$ cat src/rtl/sar_channel_scheduler_pkg.sv
// Shared definitions for the SAR channel scheduler.
//   RES_W               SAR result width
//   DEF_*               default channel count and timing
//   sched_state_e       scheduler FSM states
//   max2()              helper for sizing the shared counter
package sar_sched_pkg;
  localparam int RES_W             = 12;
  localparam int DEF_N_CH          = 4;
  localparam int DEF_SAMPLE_CYCLES = 4;
  localparam int DEF_CONV_CYCLES   = 13;

  typedef enum logic [1:0] {
    ST_IDLE    = 2'd0,
    ST_SAMPLE  = 2'd1,
    ST_CONVERT = 2'd2,
    ST_CAPTURE = 2'd3
  } sched_state_e;

  function automatic int max2(input int a, input int b);
    return (a > b) ? a : b;
  endfunction
endpackage

$ cat src/rtl/sar_channel_scheduler_if.sv
// Result stream out of the scheduler: 1-entry valid/ready buffer with channel tag.
//   valid  buffer holds a result        (master -> slave)
//   ready  consumer accepts             (slave -> master)
//   data   converted code, RES_W bits   (master -> slave)
//   ch     channel tag, CH_W bits       (master -> slave)
interface sar_channel_scheduler_if #(parameter int CH_W = 2);
  import sar_sched_pkg::*;
  logic             valid;
  logic             ready;
  logic [RES_W-1:0] data;
  logic [CH_W-1:0]  ch;

  modport master (output valid, data, ch, input ready);
  modport slave  (input valid, data, ch, output ready);
endinterface

$ cat src/rtl/sar_channel_scheduler_arb.sv
// Round-robin arbiter: lowest requesting index at/above the pointer wins,
// wrapping N_CH-1 -> 0. The pointer moves to adv_ch+1 when adv is strobed.
//   clk_src, reset   clock, synchronous active-high reset (pointer -> 0)
//   req              level requests
//   adv, adv_ch      advance strobe and the channel just served
//   gnt_any          some request is present
//   gnt_idx          index of the winning channel
module rr_arbiter #(
  parameter int N_CH = 4,
  parameter int CH_W = 2
) (
  input  logic            clk_src,
  input  logic            reset,
  input  logic [N_CH-1:0] req,
  input  logic            adv,
  input  logic [CH_W-1:0] adv_ch,
  output logic            gnt_any,
  output logic [CH_W-1:0] gnt_idx
);
  logic [CH_W-1:0] ptr;

  always_comb begin
    int              ci;
    logic [CH_W-1:0] c;
    gnt_any = 1'b0;
    gnt_idx = '0;
    ci      = 0;
    c       = '0;
    for (int k = 0; k < N_CH; k++) begin
      ci = (int'(ptr) + k) % N_CH;
      c  = CH_W'(ci);
      if (!gnt_any && req[c]) begin
        gnt_any = 1'b1;
        gnt_idx = c;
      end
    end
  end

  always_ff @(posedge clk_src) begin
    if (reset)
      ptr <= '0;
    else if (adv)
      ptr <= (adv_ch == CH_W'(N_CH - 1)) ? '0 : adv_ch + 1'b1;
  end
endmodule

$ cat src/rtl/sar_channel_scheduler.sv
// Multi-channel conversion scheduler in front of a SAR core.
// Grants one requester round-robin, tracks with sample_en for SAMPLE_CYCLES,
// releases sar_rst for CONV_CYCLES, then captures the code into a 1-entry
// valid/ready buffer tagged with the channel.
//   clk_src, reset   clock, synchronous active-high reset
//   req / req_ack    per-channel level request / one-cycle "result buffered" pulse
//   ch_sel           analog mux select, held from SAMPLE through CAPTURE
//   sample_en        sample/hold track enable
//   sar_rst          SAR core reset, high = held/cleared
//   sar_result       SAR core code, sampled in CAPTURE
//   busy             not IDLE
//   out_if           result stream (master side)
module sar_channel_scheduler
  import sar_sched_pkg::*;
#(
  parameter int N_CH          = DEF_N_CH,
  parameter int CH_W          = $clog2(N_CH),
  parameter int SAMPLE_CYCLES = DEF_SAMPLE_CYCLES,
  parameter int CONV_CYCLES   = DEF_CONV_CYCLES
) (
  input  logic                    clk_src,
  input  logic                    reset,
  input  logic [N_CH-1:0]         req,
  output logic [N_CH-1:0]         req_ack,
  output logic [CH_W-1:0]         ch_sel,
  output logic                    sample_en,
  output logic                    sar_rst,
  input  logic [RES_W-1:0]        sar_result,
  output logic                    busy,
  sar_channel_scheduler_if.master out_if
);
  localparam int CNT_W = $clog2(max2(SAMPLE_CYCLES, CONV_CYCLES) + 1);

  sched_state_e     state, state_nxt;
  logic [CNT_W-1:0] cnt;
  logic             gnt_any;
  logic [CH_W-1:0]  gnt_idx;
  logic             cap_load;
  logic             sample_en_d, sar_rst_d, busy_d;

  // Capture may complete when the buffer is empty or being drained this cycle.
  assign cap_load = (state == ST_CAPTURE) && (!out_if.valid || out_if.ready);

  rr_arbiter #(.N_CH(N_CH), .CH_W(CH_W)) u_arb (
    .clk_src (clk_src),
    .reset   (reset),
    .req     (req),
    .adv     (cap_load),
    .adv_ch  (ch_sel),
    .gnt_any (gnt_any),
    .gnt_idx (gnt_idx)
  );

  // State register; outputs are registered from the next state so they line
  // up exactly with the state they describe.
  always_ff @(posedge clk_src) begin
    if (reset) begin
      state     <= ST_IDLE;
      sample_en <= 1'b0;
      sar_rst   <= 1'b1;
      busy      <= 1'b0;
    end else begin
      state     <= state_nxt;
      sample_en <= sample_en_d;
      sar_rst   <= sar_rst_d;
      busy      <= busy_d;
    end
  end

  always_comb begin
    state_nxt = state;
    case (state)
      ST_IDLE:    if (gnt_any)     state_nxt = ST_SAMPLE;
      ST_SAMPLE:  if (cnt == '0)   state_nxt = ST_CONVERT;
      ST_CONVERT: if (cnt == '0)   state_nxt = ST_CAPTURE;
      ST_CAPTURE: if (cap_load)    state_nxt = ST_IDLE;
      default:                     state_nxt = ST_IDLE;
    endcase
  end

  always_comb begin
    sample_en_d = (state_nxt == ST_SAMPLE);
    sar_rst_d   = (state_nxt != ST_CONVERT);
    busy_d      = (state_nxt != ST_IDLE);
  end

  // One down-counter times both SAMPLE and CONVERT; it is loaded with
  // length-1 on entry and the phase ends on the cycle it reads zero.
  always_ff @(posedge clk_src) begin
    if (reset) begin
      cnt    <= '0;
      ch_sel <= '0;
    end else begin
      case (state)
        ST_IDLE: if (gnt_any) begin
          ch_sel <= gnt_idx;
          cnt    <= CNT_W'(SAMPLE_CYCLES - 1);
        end
        ST_SAMPLE:  cnt <= (cnt == '0) ? CNT_W'(CONV_CYCLES - 1) : cnt - 1'b1;
        ST_CONVERT: if (cnt != '0) cnt <= cnt - 1'b1;
        default: ;
      endcase
    end
  end

  // Output buffer: a capture reloads it even while the old entry is being
  // taken, so valid stays high across a simultaneous handshake + capture.
  always_ff @(posedge clk_src) begin
    if (reset) begin
      out_if.valid <= 1'b0;
      out_if.data  <= '0;
      out_if.ch    <= '0;
      req_ack      <= '0;
    end else begin
      req_ack <= '0;
      if (cap_load) begin
        out_if.valid <= 1'b1;
        out_if.data  <= sar_result;
        out_if.ch    <= ch_sel;
        req_ack      <= N_CH'(1) << ch_sel;
      end else if (out_if.valid && out_if.ready) begin
        out_if.valid <= 1'b0;
      end
    end
  end
endmodule

$ cat src/flat_wrapper.sv
// flat-port wrapper written by rule: the top's interface ports become plain ports
module sar_channel_scheduler_flat import sar_sched_pkg::*;
#(
  parameter int N_CH          = DEF_N_CH,
  parameter int CH_W          = $clog2(N_CH),
  parameter int SAMPLE_CYCLES = DEF_SAMPLE_CYCLES,
  parameter int CONV_CYCLES   = DEF_CONV_CYCLES
)
  (clk_src, reset, req, req_ack, ch_sel, sample_en, sar_rst, sar_result, busy, out_if_valid, out_if_data, out_if_ch, out_if_ready);
  sar_channel_scheduler_if #(.CH_W(CH_W)) out_if_i ();
  input  logic clk_src;
  input  logic reset;
  input  logic [N_CH-1:0] req;
  output logic [N_CH-1:0] req_ack;
  output logic [CH_W-1:0] ch_sel;
  output logic sample_en;
  output logic sar_rst;
  input  logic [RES_W-1:0] sar_result;
  output logic busy;
  output wire logic [$bits(out_if_i.valid)-1:0] out_if_valid;
  output wire logic [$bits(out_if_i.data)-1:0] out_if_data;
  output wire logic [$bits(out_if_i.ch)-1:0] out_if_ch;
  input wire logic [$bits(out_if_i.ready)-1:0] out_if_ready;
  assign out_if_valid = out_if_i.valid;
  assign out_if_data = out_if_i.data;
  assign out_if_ch = out_if_i.ch;
  assign out_if_i.ready = out_if_ready;
  sar_channel_scheduler #(.N_CH(N_CH), .CH_W(CH_W), .SAMPLE_CYCLES(SAMPLE_CYCLES), .CONV_CYCLES(CONV_CYCLES)) u_core (.clk_src(clk_src), .reset(reset), .req(req), .req_ack(req_ack), .ch_sel(ch_sel), .sample_en(sample_en), .sar_rst(sar_rst), .sar_result(sar_result), .busy(busy), .out_if(out_if_i));
endmodule
$ cat config.mk
export PLATFORM = sky130hd
export DESIGN_NAME = sar_channel_scheduler_flat
export DESIGN_NICKNAME = d
export VERILOG_FILES = /design/src/rtl/sar_channel_scheduler_pkg.sv /design/src/rtl/sar_channel_scheduler_if.sv /design/src/rtl/sar_channel_scheduler_arb.sv /design/src/rtl/sar_channel_scheduler.sv /design/src/flat_wrapper.sv
export SDC_FILE = /design/constraint.sdc
export NUM_CORES = 1
export LEC_CHECK = 0
export ABC_AREA = 1
export CAP_MARGIN = 20
export CORE_MARGIN = 3
export CORE_UTILIZATION = 50
export CTS_BUF_LIST = sky130_fd_sc_hd__clkbuf_8
export DETAILED_ROUTE_END_ITERATION = 7
export PLACE_DENSITY = 0.87
export SLEW_MARGIN = 10
export SYNTH_ARGS = -nofsm -noshare
export SYNTH_HDL_FRONTEND = slang
export SYNTH_SLANG_ARGS = --single-unit
export TNS_END_PERCENT = 5
$ cat constraint.sdc
create_clock -name clk_src -period 1.8 [get_ports clk_src]
set_clock_uncertainty 0.05 [all_clocks]
set_input_delay 0.54 -clock clk_src [delete_from_list [all_inputs] [get_ports clk_src]]
set_output_delay 0.54 -clock clk_src [all_outputs]
set_load 0.005 [all_outputs]
Word-level counts from Yosys, hierarchy flattened
Index checks and enable logic that the tools add are counted.

Add/sub/neg operators: 5. $lt $le $gt $ge: 4. Equal/unequal tests: 8. Shifts and indexed selects: 1. Mux-type cells: 28. Bitwise logic cells: 1. Reductions and logical operators: 19.

Operators with widths (count): two-way mux 2 bit (9); less-than comparator 2 x 3 -> 1 bit (second input constant) (4); two-way mux 4 bit (3); one-hot mux 4 bit (3 select lines) (1); two-way mux 1 bit (10); binary-select mux 1 bit (select 2 bit) (4); one-hot mux 2 bit (4 select lines) (1); == test 2 bit (second input constant) (3); logical AND 1 bit (5); adder 2 x 1 -> 2 bit (second input constant) (2); adder 2 bit (second input constant) (2); == test 2 x 1 -> 1 bit (second input constant) (2); zero test 1 bit (4); zero test 4 bit (1); inequality test 2 x 1 -> 1 bit (second input constant) (2); nonzero test 2 bit (2); nonzero test 4 bit (1); left shift 1 x 2 -> 4 bit (first input constant) (1); subtractor 4 x 1 -> 4 bit (second input constant) (1); AND reduction 3 bit (1); nonzero test 3 bit (1); zero test 2 bit (1); inequality test 2 bit (second input constant) (1); AND reduction 2 bit (1); other kinds (3) (3).

Bits in registers: 32. Input port bits: 19. Output and inout port bits: 24.

Depth between registers and ports, before layout
Gate-level depths: netlist of run 1.

Word-level depth: 15. Depth in mapped cells: 13. Depth with buffers taken out: 12.

Cells and area by module
A second synthesis of run 1 with hierarchy kept.

Cells, all modules: 230. Area, all modules: 1626.6 um2.

Modules (own cells, without submodules): sar_channel_scheduler (instances 1, cells each 162, area an instance 1255.0 um2, sequential area each 600.6 um2); rr_arbiter (instances 1, cells each 68, area an instance 371.6 um2, sequential area each 40.0 um2).

Worst setup path before layout of run 1
OpenSTA, ideal clock, no wires.

Path kind: in2reg. Start point: input port req[1]. End point: register u_core.sar_rst. Setup time: 0.121 ns. Arrival: 1.335 ns. Slack: 0.294 ns. Stages on the path: 10. Buffers on the path: 0. Cell sequence: inv_1 > nand2_2 > nand3_1 > nand2_2 > nor2_8 > nand3_2 > inv_2 > nand2_1 > nand2_1 > nand3_1.

Word-level cells in the longest chain between the ends: 15.

RTL lines: from (decl) (line flat_wrapper.sv:13) `input logic [N_CH-1:0] req;`; binary-select mux 1 bit (select 2 bit) (line sar_channel_scheduler_arb.sv:32) `if (!gnt_any && req[c]) begin`; two-way mux 1 bit (not written as such) (line sar_channel_scheduler_arb.sv:32); two-way mux 1 bit (line sar_channel_scheduler_arb.sv:32); zero test 1 bit (line sar_channel_scheduler_arb.sv:32); logical AND 1 bit (line sar_channel_scheduler_arb.sv:32); two-way mux 1 bit (line sar_channel_scheduler_arb.sv:32); zero test 1 bit (line sar_channel_scheduler_arb.sv:32); logical AND 1 bit (line sar_channel_scheduler_arb.sv:32); two-way mux 1 bit (line sar_channel_scheduler_arb.sv:32); zero test 1 bit (line sar_channel_scheduler_arb.sv:32); logical AND 1 bit (line sar_channel_scheduler_arb.sv:32); two-way mux 1 bit (*) (line sar_channel_scheduler_arb.sv:32); two-way mux 2 bit (*) (line sar_channel_scheduler.sv:73) `ST_IDLE: if (gnt_any) state_nxt = ST_SAMPLE;`; one-hot mux 2 bit (4 select lines) (*) (line sar_channel_scheduler.sv:72) `case (state)`; inequality test 2 bit (*) (line sar_channel_scheduler.sv:83) `sar_rst_d = (state_nxt != ST_CONVERT);`; to (signal assigned) (line sar_channel_scheduler.sv:65) `sar_rst <= sar_rst_d;`; to (decl) (line sar_channel_scheduler.sv:27) `output logic sar_rst,`.

Every way passes the cells marked *; elsewhere a longest branch is shown, timed or not. The select of a mux whose other input is x is not followed. A chain may end at the register's enable or synchronous reset.

Worst setup path after layout of run 1
Start point: register u_core.ch_sel[1]. End point: output port ch_sel[1].

RTL lines: from (decl) (line sar_channel_scheduler.sv:25) `output logic [CH_W-1:0] ch_sel,`; from (signal assigned) (line sar_channel_scheduler.sv:96) `ch_sel <= gnt_idx;`; to (decl) (line flat_wrapper.sv:15) `output logic [CH_W-1:0] ch_sel;`.

No word-level cell between the ends.

==> flow_metrics.py, run 1 <==
metrics = {
    "sta": {
        "drv_slew": 0,
        "min_period_over_period_pct": 97.4,
        "finalHoldViolations": 0,
        "tightestPinTransition_ns": 0.384,
        "setup_violations": 0,
        "clock.fmax_mhz": 570,
        "maxSlewHeadroom_pct": 74.4,
        "hold_ws_ns": 0.408,
        "min_period_ns": 1.75,
    },
    "place": {
        "dp.cells": 322,
        "routabilityCongestion": 0.888,
        "io_buffer_count": 42,
        "hpwl_um": 2860,
    },
    "final_layout": {
        "layout-drive-gt1-share_pct": 17.6,
        "areaGrowthSynthToFinish_pct": 44.9,
        "fin_nets": 314,
        "n_antenna_cell": 0,
        "instances_no_fill": 333,
    },
    "critical_path": {
        "setup.worst_path.start": "u_core.ch_sel[1]$_SDFFE_PP0P_",
        "cp.required_ns": 1.21,
        "cp-start-kind": "register",
        "path_cells": "clkdlybuf4s50_1",
        "regToRegStartpoint": "u_core.u_arb.ptr[0]$_SDFFE_PP0P_",
        "critPathKind": "register to primary output",
        "path_delay_family": "buffers and inverters",
        "cp-end-kind": "primary output",
        "slowest_delay_ns": 0.51,
        "critPathSlowestCell": "clkdlybuf4s50_1",
        "crit_fanout": 4,
        "crit_buf_inv": 1,
        "cp.arrival_ns": 1.16,
    },
    "routing": {
        "vias": 1678,
        "dr.pass1.iters": 4,
        "post-route-drc-count": 0,
        "antenna_left": 0,
        "wire_per_inst_um": 12.4,
        "avgViaCountPerCell": 5.04,
        "routed_wirelength_um": 4130,
        "drt_iter0_markers": 130,
    },
    "synthesis": {
        "ys_types": 25,
        "yosysSeqAreaShare_pct": 39.2,
        "ys_ff_latch": 32,
        "syn_nets": 257,
        "synth_area_um2": 1630,
        "syn_area_per_cell_um2": 7.07,
        "yosys_warnings": 0,
        "postSynthCellCount": 231,
    },
    "clock_network": {
        "cts_tree": "done",
        "clockBufferDepth": 2,
        "cts.sink_count": 32,
        "h-tree-depth": 2,
        "path_clk_slew_ns": 0.07,
        "cts_root_buf": "clkbuf_8",
        "cts_hold_buf": 0,
        "cts-buffers-inserted": 5,
        "insertion_delay_ns": 0.29,
    },
    "power": {
        "p_int_mw": 1.33,
        "combPwrFrac_pct": 21.1,
        "ir_drop_uv": 570,
        "p_clk_share_pct": 36.7,
        "p_total_mw": 1.83,
        "netSwitchingFraction_pct": 27.5,
        "p_seq_share_pct": 42.2,
        "power_switching_mw": 0.503,
        "powerDensity_nw_per_um2": 772,
        "leakage_nw": 1.12,
    },
    "run_status": {
        "outcome": "finished, final reports clean",
    },
    "global_route": {
        "grt_max_degree": 16,
        "antenna_found_initial": 0,
        "grt_usage_pct": 20.8,
        "grt_pass1_wl_um": 6580,
        "grt_pass1_vias": 1506,
        "grt_overflow": 0,
    },
    "floorplanning": {
        "initial_core_util_pct": 53.1,
        "io_pins": 43,
        "core_um2": 3080,
        "row_count": 20,
        "dieArea_um2": 3990,
        "die_y_um": 63.2,
        "die_x_um": 63.2,
    },
    "hold_path": {
        "hp-class": "register to register",
        "min-delay-start": "u_core.ch_sel[0]$_SDFFE_PP0P_",
    },
    "flow_run": {
        "max_cap_violations": 0,
    },
}
[cells by family after synthesis]
| kind of cell | Yosys count | share of synthesized area (%) |
|---|---|---|
| compound gates | 26 | 8.50 |
| simple gates | 128 | 36.5 |
| buf+inv | 36 | 9.34 |
| fa+ha+maj | 7 | 5.36 |
| xor+xnor | 2 | 1.07 |
| flops | 32 | 39.2 |
[power by group through the flow]
stage	Combinational [mW]	Clock, mW	Sequential [mW]
global route	0.427	0.722	0.777
CTS	0.362	0.680	0.771
global placement	0.337	0	0.784
detailed placement	0.346	0	0.785
floorplan	0.215	0	0.783
finish	0.387	0.671	0.772
[worst paths after layout]
kind                                                endpoint  slack (ns)  cells after the start
worst max-delay path                               ch_sel[1]        0.05                      1
worst min-delay path            u_core.req_ack[2]$_SDFF_PP0_        0.41                      1
worst min register to register  u_core.req_ack[2]$_SDFF_PP0_        0.41                      1
worst max register to register     u_core.sar_rst$_SDFF_PP1_        0.12                     11
[synth_stat cells]
master | count | area (um^2)
buf_2 | 1 | 5.00
nand2_4 | 2 | 22.5
inv_6 | 1 | 8.76
buf_6 | 1 | 11.3
inv_1 | 28 | 105
a21oi_1 | 6 | 30.0
nand2_2 | 12 | 75.1
nand2_1 | 41 | 154
nor3_1 | 1 | 5.00
nand4_1 | 2 | 12.5
nor2_8 | 1 | 20.0
o31ai_1 | 1 | 7.51
dfxtp_1 | 32 | 641
nand4_2 | 1 | 12.5
nand3_2 | 3 | 30.0
inv_2 | 2 | 7.51
clkbuf_1 | 2 | 7.51
o21ai_0 | 17 | 85.1
nor2_1 | 48 | 180
xor2_1 | 2 | 17.5
ha_1 | 7 | 87.6
o41ai_1 | 1 | 8.76
buf_4 | 1 | 7.51
nand3_1 | 17 | 85.1
a211oi_1 | 1 | 7.51
[final cells by class]
cell class / instances / area, um^2
clock buffer: 5 / 68.8
clock inverter: 3 / 38.8
fill: 222 / 709
inverter: 31 / 124
multi-input combinational: 163 / 908
sequential: 32 / 646
tap: 44 / 55.1
timing repair buffer: 55 / 528
[cells in the final DEF (no fill, tap or decap), types with 2 or more instances in the layout]
master / n
clkbuf_8: 5
nor2_1: 48
buf_4: 13
nand2_1: 37
inv_1: 29
nand3_4: 2
nand2_4: 6
dlymetal6s2s_1: 4
dfxtp_1: 30
a21oi_1: 5
nand2_2: 12
o21ai_0: 17
nand3_1: 15
nand4_1: 2
xor2_1: 2
clkdlybuf4s50_1: 38
nand3_2: 3
ha_1: 7
[repair_timing]
item,4_1_cts,5_1_grt
gates cloned,0,0
setup endpoints to repair,4,12
buffers inserted,1,2
pin swaps,2,6
gates resized for setup,3,19
[metrics by stage]
stage	setup TNS [ns]	cell area (um^2)	setup slack (ns)	utilization, %
floorplan	0	1630	0.294	-
global placement	-2.25	2150	-0.241	70.0
detailed placement	-3.27	2150	-0.296	70.0
CTS	0	2280	0.00288	74.0
global route	-0.0205	2370	-0.0120	77.0
finish	0	2370	0.0465	77.0
[layer usage]
layer | wire length [um] | part of all wire [%] | track usage [%] | vias to the layer above
met4 | 74 | 1.8 | 9.64 | 0
li1 | - | - | - | 839
met1 | 1670 | 40 | 23.3 | 778
met3 | 239 | 5.8 | 6.24 | 9
met2 | 2150 | 52 | 36.1 | 52
met5 | 0 | 0 | 0 | -
[registers in the layout, indices dropped and copies added (netlist names), 2 cells and up]
register / count
u_core.ch_sel: 2
u_core.cnt: 4
u_core.out_if.ch: 2
u_core.out_if.data: 12
u_core.req_ack: 4
u_core.state: 2
u_core.u_arb.ptr: 2
(Power assumes the default switching activity.)
==> inputs of run 2 (changes only) <==
Settings changed: CORE_MARGIN 3 to 2.
==> run 2 against run 1 <==
Flip-flop and latch count unchanged. Combinational power decreased by 4%. Highest routed layer unchanged. Final cell count decreased by 0.60%. Wire length decreased by 7.7%. First-iteration DRC count decreased by 35%. Core utilization decreased by 1.4 points. Maximum frequency increased by 1.0%. Largest cell class unchanged. Critical path depth increased by 10. Sequential share of layout area increased by 0.39 points. Die area decreased by 6.2%. Largest power group unchanged. Final area decreased by 1.8%. Clock-buffer cell count unchanged. Critical path type is now input pin to register.
==> flow_metrics.py, run 2 (same netlist as run 1, synthesis figures left out) <==
metrics = {
    "final_layout": {
        "areaGrowthSynthToFinish_pct": 42.3,
        "largest_register_ffs": 12,
        "n_antenna_cell": 0,
        "fillers": 232,
        "fin_nets": 312,
        "layout_commonest_cell": "nor2_1",
        "reg_top3": "u_core.out_if.data: 12 flops, u_core.cnt: 4 flops, u_core.req_ack: 4 flops",
        "regMostFlops": "u_core.out_if.data",
        "final_cell_mix": "48 x nor2_1, 39 x nand2_1, 39 x clkdlybuf4s50_1, 30 x dfxtp_1, 29 x inv_1",
        "layout-drive-gt1-share_pct": 16.0,
        "instances_no_fill": 331,
    },
    "routing": {
        "post-route-drc-count": 0,
        "routed_wirelength_um": 3810,
        "drt_iter0_markers": 85,
        "avgViaCountPerCell": 4.91,
        "antenna_left": 0,
        "wire_per_inst_um": 11.5,
        "vias": 1624,
        "dr.pass1.iters": 4,
    },
    "sta": {
        "tightestPinTransition_ns": 0.411,
        "setup_violations": 0,
        "finalHoldViolations": 0,
        "rsz0062_at_grt": "yes",
        "min_period_ns": 1.74,
        "drv_slew": 0,
        "maxSlewHeadroom_pct": 72.6,
        "clock.fmax_mhz": 576,
        "min_period_over_period_pct": 96.4,
        "setup_slack_ns": 0.0644,
        "hold_ws_ns": 0.423,
    },
    "clock_network": {
        "h-tree-depth": 2,
        "clockBufferDepth": 2,
        "cts.sink_count": 32,
        "cts-buffers-inserted": 5,
        "cts_root_buf": "clkbuf_8",
        "post_cts_buffers": 0,
        "cts_tree": "done",
        "path_clk_slew_ns": 0.07,
        "cts_hold_buf": 0,
        "insertion_delay_ns": 0.28,
    },
    "floorplanning": {
        "core_um2": 3080,
        "io_pins": 43,
        "die_y_um": 61.2,
        "dieArea_um2": 3740,
        "row_count": 20,
        "initial_core_util_pct": 53.1,
        "die_x_um": 61.2,
    },
    "run_status": {
        "outcome": "finished, final reports clean",
    },
    "hold_path": {
        "hp-class": "register to register",
    },
    "global_route": {
        "grt_pass1_vias": 1391,
        "grt_max_degree": 19,
        "grt_pass1_wl_um": 6040,
        "grt_usage_pct": 21.8,
        "grt_overflow": 0,
        "antenna_found_initial": 0,
    },
    "power": {
        "ir_drop_uv": 834,
        "leakage_nw": 1.11,
        "p_seq_share_pct": 42.7,
        "power_switching_mw": 0.487,
        "p_clk_share_pct": 36.7,
        "powerDensity_nw_per_um2": 777,
        "p_int_mw": 1.32,
        "combPwrFrac_pct": 20.6,
        "netSwitchingFraction_pct": 26.9,
    },
    "critical_path": {
        "r2r_slack_ns": 0.08,
        "cp-start-kind": "input pin",
        "crit_fanout": 6,
        "cp.required_ns": 1.92,
        "critPathKind": "input pin to register",
        "crit_top_cell": "nand2_1",
        "slowest_delay_ns": 0.41,
        "critPathSlowestCell": "clkdlybuf4s50_1",
        "cp.arrival_ns": 1.85,
        "cp-end-kind": "register",
        "path_cells": "clkdlybuf4s50_1 -> nand2_1 -> nand2_1 -> nand2_2 -> nand2_4 -> nor2_8 -> nand3_4 -> inv_4 -> nand2_1 -> nand2_1 -> nand3_1",
    },
    "place": {
        "hpwl_um": 2730,
        "routabilityCongestion": 0.892,
        "io_buffer_count": 42,
        "dp.cells": 323,
        "place_ws_ns": -0.271,
    },
    "flow_run": {
        "max_cap_violations": 0,
    },
}
run 2: critical path: cells and delay by family:
kind	cells	cell delay, ns
buffers and inverters	2	0.49
and+or+nand+nor	9	0.81
run 2: stage by stage:
| stage | utilization [%] | power (mW) | setup TNS, ns | cell area (um^2) |
|---|---|---|---|---|
| global route | 75.6 | 1.89 | -0.0978 | 2330 |
| floorplan | - | 0.998 | 0 | 1630 |
| global placement | 70.2 | 1.12 | -2.26 | 2160 |
| finish | 75.6 | 1.81 | 0 | 2330 |
| detailed placement | 70.2 | 1.13 | -2.87 | 2160 |
| CTS | 73.8 | 1.80 | 0 | 2270 |
run 2: path summary, 6_finish.rpt:
check,start,to,depth (start not counted)
worst max-delay path,req[0],u_core.sar_rst$_SDFF_PP1_,11
worst min-delay path,u_core.ch_sel[0]$_SDFFE_PP0P_,u_core.req_ack[2]$_SDFF_PP0_,1
worst max register to register,u_core.u_arb.ptr[0]$_SDFFE_PP0P_,u_core.sar_rst$_SDFF_PP1_,11
worst min register to register,u_core.ch_sel[0]$_SDFFE_PP0P_,u_core.req_ack[2]$_SDFF_PP0_,1
run 2: layout make-up:
| cell class | instances | area [um^2] | area share (%) |
|---|---|---|---|
| timing repair buffer | 53 | 510 | 21.9 |
| clock buffer | 5 | 68.8 | 2.96 |
| tap | 44 | 55.1 | 2.37 |
| multi-input combinational | 163 | 886 | 38.1 |
| sequential | 32 | 643 | 27.6 |
| clock inverter | 3 | 38.8 | 1.67 |
| inverter | 31 | 124 | 5.33 |
run 2: power by group through the flow:
stage | logic, mW | clock network [mW] | registers [mW]
global route | 0.420 | 0.697 | 0.776
CTS | 0.354 | 0.676 | 0.771
floorplan | 0.215 | 0 | 0.783
finish | 0.371 | 0.663 | 0.772
detailed placement | 0.345 | 0 | 0.786
global placement | 0.338 | 0 | 0.784
run 2: timing repair:
action                     CTS  global route
resized for setup            2            14
setup endpoints to repair    2            12
pin swaps                    0             6
hold endpoints to repair     0             0
run 2: per-layer routing:
metal	vias up	global-route usage (%)	share of wire, %
met5	-	0	0
met4	0	7.45	1.4
li1	831	-	-
met1	736	27.4	44
met2	49	36.2	49
met3	8	5.88	5.0
==> inputs of run 3 (changes only) <==
Settings changed: SETUP_SLACK_MARGIN set to 0.4.
==> run 3 against run 2 <==
First-iteration DRC count down 14%. Maximum frequency up 15%. Global-route usage up 3.9 points. Core utilization up 6.8 points.
==> flow_metrics.py, run 3 (same netlist as run 1, synthesis figures left out) <==
metrics = {
    "floorplanning": {
        "die_y_um": 61.2,
        "io_pins": 43,
        "initial_core_util_pct": 53.1,
        "row_count": 20,
        "die_x_um": 61.2,
        "dieArea_um2": 3740,
        "core_um2": 3080,
    },
    "clock_network": {
        "cts_root_buf": "clkbuf_8",
        "insertion_delay_ns": 0.29,
        "clockBufferDepth": 2,
        "h-tree-depth": 2,
        "cts_tree": "done",
        "cts-buffers-inserted": 5,
        "path_clk_slew_ns": 0.07,
        "cts.sink_count": 32,
    },
    "final_layout": {
        "areaGrowthSynthToFinish_pct": 55.1,
        "fin_nets": 321,
        "n_antenna_cell": 0,
        "layout-drive-gt1-share_pct": 31.8,
        "regMostFlops": "u_core.out_if.data",
        "reg_top3": "u_core.out_if.data: 12 flops, u_core.cnt: 4 flops, u_core.req_ack: 4 flops",
        "final_cell_mix": "47 x nor2_1, 28 x nand2_1, 22 x inv_1, 22 x dfxtp_1, 17 x buf_4",
        "layout_commonest_cell": "nor2_1",
        "fin_area_um2": 2530,
        "largest_register_ffs": 12,
        "fillers": 186,
    },
    "global_route": {
        "grt_overflow": 0,
        "grt_usage_pct": 25.8,
        "grt_max_degree": 14,
        "grt_pass1_vias": 1601,
        "antenna_found_initial": 0,
        "grt_pass1_wl_um": 7110,
    },
    "place": {
        "place_ws_ns": -0.312,
        "hpwl_um": 2800,
        "io_buffer_count": 42,
        "routabilityCongestion": 0.912,
        "placed_area_um2": 2250,
    },
    "sta": {
        "setup_slack_ns": 0.290,
        "drv_slew": 0,
        "setup_violations": 0,
        "tightestPinTransition_ns": 0.247,
        "maxSlewHeadroom_pct": 83.3,
        "finalHoldViolations": 0,
        "rsz0062_at_grt": "yes",
        "min_period_over_period_pct": 83.9,
        "clock.fmax_mhz": 662,
        "min_period_ns": 1.51,
    },
    "routing": {
        "avgViaCountPerCell": 5.06,
        "antenna_left": 0,
        "drt_iter0_markers": 73,
        "wire_per_inst_um": 13.3,
        "routed_wirelength_um": 4530,
        "dr.pass1.iters": 4,
        "vias": 1720,
        "post-route-drc-count": 0,
    },
    "critical_path": {
        "critPathKind": "register to register",
        "cp.required_ns": 1.94,
        "cp-start-kind": "register",
        "cp.arrival_ns": 1.65,
        "crit_fanout": 7,
        "cp-end-kind": "register",
    },
    "power": {
        "leakage_nw": 1.22,
        "ir_drop_uv": 601,
        "powerDensity_nw_per_um2": 749,
    },
    "run_status": {
        "outcome": "finished, final reports clean",
    },
    "hold_path": {
        "hp-class": "register to register",
    },
    "flow_run": {
        "max_cap_violations": 0,
    },
}
## run 3: cell types whose count changed in the layout (fill, tap and decap cells not counted), sizes merged
cell / before / now
buf: 11 / 21
inv: 32 / 31
dlygate4sd2: 0 / 14
dlymetal6s2s: 3 / 0
clkinvlp: 0 / 1
clkdlybuf4s15: 0 / 14
clkdlybuf4s50: 39 / 13
## run 3: what timing repair did
action	in CTS	in global routing
pin swaps	15	2
gates cloned	0	0
endpoints found under the hold margin	0	0
resized for setup	84	5
setup buffers	10	0
hold buffers	0	0
endpoints found under the setup margin	55	39
## run 3: final timing paths
check	from	end	slack, ns	cells after the start
max	u_core.u_arb.ptr[0]$_SDFFE_PP0P_	u_core.ch_sel[0]$_SDFFE_PP0P_	0.29	10
min	u_core.out_if.ch[1]$_SDFFE_PP0P_	u_core.out_if.ch[1]$_SDFFE_PP0P_	0.42	2
max reg2reg	u_core.u_arb.ptr[0]$_SDFFE_PP0P_	u_core.ch_sel[0]$_SDFFE_PP0P_	0.29	10
min reg2reg	u_core.out_if.ch[1]$_SDFFE_PP0P_	u_core.out_if.ch[1]$_SDFFE_PP0P_	0.42	2
## run 3: critical path, stage by stage (launching register included)
cell and delay, ns:
dfxtp_4 0.40, inv_8 0.11, nand2_2 0.09, nand2_1 0.07, nand2_1 0.09, nand2_4 0.13, inv_1 0.09, a21oi_2 0.15
nor2_1 0.07, nor2_2 0.11, nor2_1 0.04
## run 3: routing by layer
layer | vias to the layer above | part of all wire (%) | GRT usage (%)
met5 | - | 0 | 0
met3 | 7 | 7.8 | 5.67
met2 | 72 | 53 | 46.5
met1 | 787 | 38 | 29.6
li1 | 854 | - | -
met4 | 0 | 1.4 | 9.32
## run 3: through the flow
stage,TNS (ns),utilization (%),instances,hold WS (ns),power (mW)
floorplan,0,-,231,0.402,1.01
global placement,-2.86,73.0,322,0.407,1.14
detailed placement,-3.39,73.0,322,0.415,1.15
CTS,0,81.8,340,0.418,1.87
global route,0,82.4,340,0.453,1.98
finish,0,82.4,340,0.420,1.90
## run 3: final cells by class
cell class	instances	area [um^2]	area share, %
flip-flops and latches	32	661	26.1
clock inverters	3	42.5	1.68
repair buffers	62	571	22.5
inverters	31	124	4.89
well taps	44	55.1	2.17
multi-input cells	163	1010	40.0
clock buffers	5	68.8	2.71
## run 3: power by group
part,leakage (nW),switching [mW],internal [mW]
clock network,0.0541,0.287,0.409
logic,0.898,0.240,0.195
registers,0.265,0.0238,0.745
total,1.22,0.551,1.35
